==> src/rtl/pic_pkg.sv <==
// Shared definitions for the interrupt controller request stage:
// request width, acknowledge FSM encoding and the spurious vector level.
package pic_pkg;

  localparam int N_IRQ = 8;
  localparam int LVL_W = 3;

  // Encoding doubles as the number_of_ack count seen by the control stage.
  typedef enum logic [1:0] {
    ST_IDLE = 2'd0,
    ST_ACK1 = 2'd1,
    ST_ACK2 = 2'd2
  } ack_state_e;

  localparam logic [LVL_W-1:0] SPURIOUS_LVL = 3'd7;

  function automatic logic [N_IRQ-1:0] lvl_mask(input logic [LVL_W-1:0] lvl);
    logic [N_IRQ-1:0] m;
    m      = '0;
    m[lvl] = 1'b1;
    return m;
  endfunction

endpackage

==> src/rtl/priority_resolver.sv <==
// Fixed-priority encoder: reports the lowest-index set bit (bit 0 wins)
// and whether any bit is set at all.
module priority_resolver
  import pic_pkg::*;
(
  input  logic [N_IRQ-1:0] req,
  output logic [LVL_W-1:0] lvl,
  output logic             valid
);

  always_comb begin
    lvl   = SPURIOUS_LVL;
    valid = |req;
    for (int i = N_IRQ - 1; i >= 0; i--) begin
      if (req[i]) lvl = LVL_W'(i);
    end
  end

endmodule

==> src/rtl/interrupt_priority_unit.sv <==
// Request side of the interrupt controller: IRR latching, masking, fixed
// priority against the ISR, int_out generation and the two-pulse INTA sequence.
module interrupt_priority_unit
  import pic_pkg::*;
(
  input  logic             clk,
  input  logic             reset,
  input  logic [N_IRQ-1:0] ir,
  input  logic             ltim,
  input  logic             aeoi,
  input  logic [N_IRQ-1:0] imr,
  input  logic             eoi_nonspec,
  input  logic             eoi_spec,
  input  logic [LVL_W-1:0] eoi_level,
  input  logic             inta_n,
  output logic             int_out,
  output logic [N_IRQ-1:0] irr,
  output logic [N_IRQ-1:0] isr,
  output logic [1:0]       number_of_ack
);

  // INTA handshake: the CPU answers int_out with two low pulses on inta_n.
  // The first falling edge freezes the winning level and moves it from IRR
  // to ISR; the second falling edge only advances the count; the rising edge
  // that ends the second pulse closes the cycle (and performs AEOI).
  logic [N_IRQ-1:0] ir_d;
  logic             inta_d;
  logic [N_IRQ-1:0] ir_rise;
  logic             inta_fall;
  logic             inta_rise;

  assign ir_rise   = ir & ~ir_d;
  assign inta_fall = inta_d & ~inta_n;
  assign inta_rise = ~inta_d & inta_n;

  logic [N_IRQ-1:0] pend;
  logic [LVL_W-1:0] req_lvl;
  logic             pend_any;
  logic [LVL_W-1:0] svc_lvl;
  logic             isr_any;
  logic             req_valid;

  assign pend = irr & ~imr;

  priority_resolver u_req_res (
    .req   (pend),
    .lvl   (req_lvl),
    .valid (pend_any)
  );

  priority_resolver u_svc_res (
    .req   (isr),
    .lvl   (svc_lvl),
    .valid (isr_any)
  );

  assign req_valid = pend_any && (!isr_any || (req_lvl < svc_lvl));

  ack_state_e       state;
  logic [LVL_W-1:0] ack_lvl;

  assign number_of_ack = state;

  always_ff @(posedge clk) begin
    if (reset) begin
      state   <= ST_IDLE;
      ack_lvl <= SPURIOUS_LVL;
      int_out <= 1'b0;
    end else begin
      case (state)
        ST_IDLE: begin
          int_out <= req_valid;
          if (inta_fall) begin
            state   <= ST_ACK1;
            ack_lvl <= req_valid ? req_lvl : SPURIOUS_LVL;
          end
        end
        ST_ACK1: begin
          int_out <= 1'b0;
          if (inta_fall) state <= ST_ACK2;
        end
        ST_ACK2: begin
          int_out <= 1'b0;
          if (inta_rise) state <= ST_IDLE;
        end
        default: begin
          int_out <= 1'b0;
          state   <= ST_IDLE;
        end
      endcase
    end
  end

  logic             ack_take;
  logic             aeoi_clr;
  logic [N_IRQ-1:0] set_mask;
  logic [N_IRQ-1:0] clr_mask;
  logic [N_IRQ-1:0] irr_next;
  logic [N_IRQ-1:0] isr_next;

  assign ack_take = (state == ST_IDLE) && inta_fall && req_valid;
  assign aeoi_clr = (state == ST_ACK2) && inta_rise && aeoi;
  assign set_mask = ack_take ? lvl_mask(req_lvl) : '0;

  // A specific EOI overrides a simultaneous non-specific one.
  always_comb begin
    clr_mask = '0;
    if (eoi_spec) begin
      clr_mask = lvl_mask(eoi_level);
    end else if (eoi_nonspec && isr_any) begin
      clr_mask = lvl_mask(svc_lvl);
    end
    if (aeoi_clr) clr_mask = clr_mask | lvl_mask(ack_lvl);
  end

  // Setting wins over clearing; the acknowledge clear swallows a new edge.
  assign isr_next = (isr & ~clr_mask) | set_mask;
  assign irr_next = ltim ? (ir & ~set_mask) : ((irr | ir_rise) & ~set_mask);

  always_ff @(posedge clk) begin
    if (reset) begin
      ir_d   <= '0;
      inta_d <= 1'b1;
      irr    <= '0;
      isr    <= '0;
    end else begin
      ir_d   <= ir;
      inta_d <= inta_n;
      irr    <= irr_next;
      isr    <= isr_next;
    end
  end

endmodule
==> config.mk <==
export PLATFORM = sky130hd
export DESIGN_NAME = interrupt_priority_unit
export DESIGN_NICKNAME = d
export VERILOG_FILES = /design/src/rtl/pic_pkg.sv /design/src/rtl/priority_resolver.sv /design/src/rtl/interrupt_priority_unit.sv
export SDC_FILE = /design/constraint.sdc
export NUM_CORES = 1
export LEC_CHECK = 0
export ABC_AREA = 1
export CORE_MARGIN = 3
export CORE_UTILIZATION = 56
export CTS_CLUSTER_DIAMETER = 50
export CTS_CLUSTER_SIZE = 28
export DETAILED_ROUTE_END_ITERATION = 7
export DONT_BUFFER_PORTS = 1
export HOLD_SLACK_MARGIN = 0.08
export PLACE_DENSITY = 0.77
export REMOVE_ABC_BUFFERS = 1
export SLEW_MARGIN = 0
export SYNTH_ARGS = -nofsm -noshare
export SYNTH_HDL_FRONTEND = slang
export SYNTH_SLANG_ARGS = --single-unit
==> constraint.sdc <==
create_clock -name clk -period 1.95 [get_ports clk]
set_input_delay 0.4875 -clock clk [delete_from_list [all_inputs] [get_ports clk]]
set_output_delay 0.4875 -clock clk [all_outputs]
set_load 0.02 [all_outputs]
==> run metrics, run 1 <==
crit path DAT 2.17 ns; Finish-stage setup viols 0; DRT Pass-1 Iters 4; post-DP HPWL 3.26 mm; IO buf count 0; most common cell after layout, fill and taps aside inv_1; H-tree levels 2; internal power 0.000987 W; fin util 0.760; DR DRC count 0; Synthesis Warnings 0; Synth cell types 25; syn_area_per_cell 6.56 µm²; share of power burned in registers 0.476; die area 0.00386 mm²; CTS tree yes; Synth Register Bits 31; Row Count 19; Slew @ Worst Pin 0.305 ns; WL/cell 13.0 µm; Via density 5.31; latest clock arrival within the worst-skew pair 0.33 ns; GR Overflow Total 0; CP Max Fanout 6; hold slack final 0.205 ns; R2R Path Start irr[2]$_SDFF_PP0_; cell family with most CP delay simple AND/OR/NAND/NOR gates; Tmin final 1.94 ns; register area share after synthesis 0.352; leak pwr 1.14 nW; CP max stage delay 0.34 ns; die height 62.1 µm; vias in the first global route 1758; status finished, final reports clean; Slew Limit Fails 0; Routed Antenna Nets 0; min-delay worst type input port to register; Core ar. 0.00288 mm²; Cells after Synth 269; power density cells 689 mW/mm²; final WL 4.52 mm; critical path, cell by cell inv_1 > or2_4 > nand2_4 > inv_2 > a21oi_2 > ha_1 > nand2_2 > inv_2 > nand2_2 > nand2_4 > nand2_4 > nand4_1 > nand3_1 > inv_1; fin nets 332; Critical Path Slowest Stage Cell dfxtp_2; kind of start point of the critical path register; hold path start reset; sw power 0.000521 W; Final Cycle Share 0.993; Peak VDD IR 0.607 mV; Placed Area 0.00204 mm²; most frequent cells in the layout inv_1 (57), nand2_1 (49), buf_4 (33), nor2_1 (31), dfxtp_1 (28); Clock Tree Buf Depth 2; Comb power frac 0.288; initial antenna violation count 0; Clock Power Share 0.237; Clock Tree Root clkbuf_4; sw frac 0.345; initial core utilization 0.614; Crit path top cell by count nand2_4; Reg clk slew, reported paths 0.10 ns; Die X 62.1 µm; CTS Hold Bufs 0; Post-synth EDFFs 0; total power 0.00151 W; WS Path Type register to register; CP Launch Point irr[2]$_SDFF_PP0_; share of layout cells above drive strength 1 0.259; reg-to-reg setup timing slack 0.01 ns; diode count 0; Synth Flop Type dfxtp_1; Max Cap Viol 0; Slew HR 0.796; fmax 517 MHz; CP bufs+invs 4; Setup TNS 0 ns; Post-synth ARST share 0; RSZ-0062 raised after global routing yes; vias after detailed routing 1843; TritonCTS Buffers 5; global-route usage over all layers 0.236; R2R cell count 14; Worst setup EP type register; fin area 0.00219 mm²; first-pass GRT wire length 7.47 mm; largest net degree at the start of global routing 28; Critical Path RT 2.19 ns; P&R area growth vs syn 23.9%; Final GP Congestion 0.980; clock sink count 31; Hold Path Stages 1; cell area after synthesis 0.00177 mm²; I/O pins 45; final hold violation count 0; Iter 0 DRT Violations 86; clock skew 0.00491 ns; Worst path depth 14
[area by class of cell]
cell class | count | area [µm²]
inverters | 61 | 229
flip-flops and latches | 31 | 624
well taps | 42 | 52.6
fillers | 224 | 689
repair buffers | 34 | 268
clock buffers | 5 | 37.5
clock inverters | 3 | 15.0
multi-input cells | 171 | 961
[synth_stat cells, types with 2 or more instances]
| cell type | number | share of area |
|---|---|---|
| a21oi_1 | 13 | 0.037 |
| o21ai_0 | 10 | 0.028 |
| nand2_1 | 54 | 0.11 |
| buf_4 | 2 | 0.0085 |
| a21oi_2 | 7 | 0.035 |
| nand4_2 | 6 | 0.043 |
| inv_1 | 60 | 0.13 |
| nor3_1 | 5 | 0.014 |
| o31ai_1 | 6 | 0.026 |
| or2_2 | 3 | 0.011 |
| dfxtp_1 | 31 | 0.35 |
| ha_1 | 2 | 0.014 |
| nand3_1 | 17 | 0.048 |
| clkbuf_1 | 3 | 0.0064 |
| nand4_1 | 9 | 0.032 |
| nor2_1 | 32 | 0.068 |
[worst paths after layout]
kind,to
max,irr[5]$_SDFF_PP0_
min,isr[7]$_SDFF_PP0_
max reg2reg,irr[5]$_SDFF_PP0_
min reg2reg,number_of_ack[1]$_SDFFE_PP0P_
[timing repair]
item,in CTS,in global routing
setup endpoints to repair,20,20
setup buffers,1,0
endpoints found under the hold margin,0,0
gates resized for setup,13,12
pin swaps,9,12
cloned,1,0
[logic make-up after synthesis]
group | synth area share
AOI/OAI and AO/OA | 0.135
and+or+nand+nor | 0.345
adders and majority gates | 0.0142
DFF | 0.352
buffers and inverters | 0.154
[flip-flops by register name (all words and copies together), names as in the netlist]
name / flops
ack_lvl: 3
irr: 8
ir_d: 8
inta_d: 1
isr: 8
number_of_ack: 2
int_out: 1
[power by group through the flow]
stage               Combinational (W)  Sequential (W)  Clock (W)
CTS                          0.000391        0.000716   0.000365
detailed placement           0.000363        0.000729          0
global placement             0.000354        0.000729          0
finish                       0.000434        0.000717   0.000357
global route                 0.000484        0.000723   0.000393
floorplan                    0.000212        0.000746          0
[through the flow]
| stage | setup slack [ns] | std cells |
|---|---|---|
| floorplan | -0.110 | 262 |
| global placement | -0.230 | 337 |
| detailed placement | -0.300 | 337 |
| CTS | 0.0154 | 347 |
| global route | -0.164 | 347 |
| finish | 0.0140 | 347 |
[metal layers]
metal,part of all wire,global-route usage,wire length (µm),up-vias
met2,0.49,0.403,2230,67
met4,0.024,0.0939,110,0
met5,0,0,0,-
met3,0.070,0.0613,316,12
met1,0.41,0.281,1860,834
li1,-,-,-,930
(Power assumes the default switching activity.)
==> run 2: changes to the inputs <==
- TNS_END_PERCENT: not set -> 30
==> results of run 2 <==
The final DEF is identical to that of run 1; final timing and power are the same.
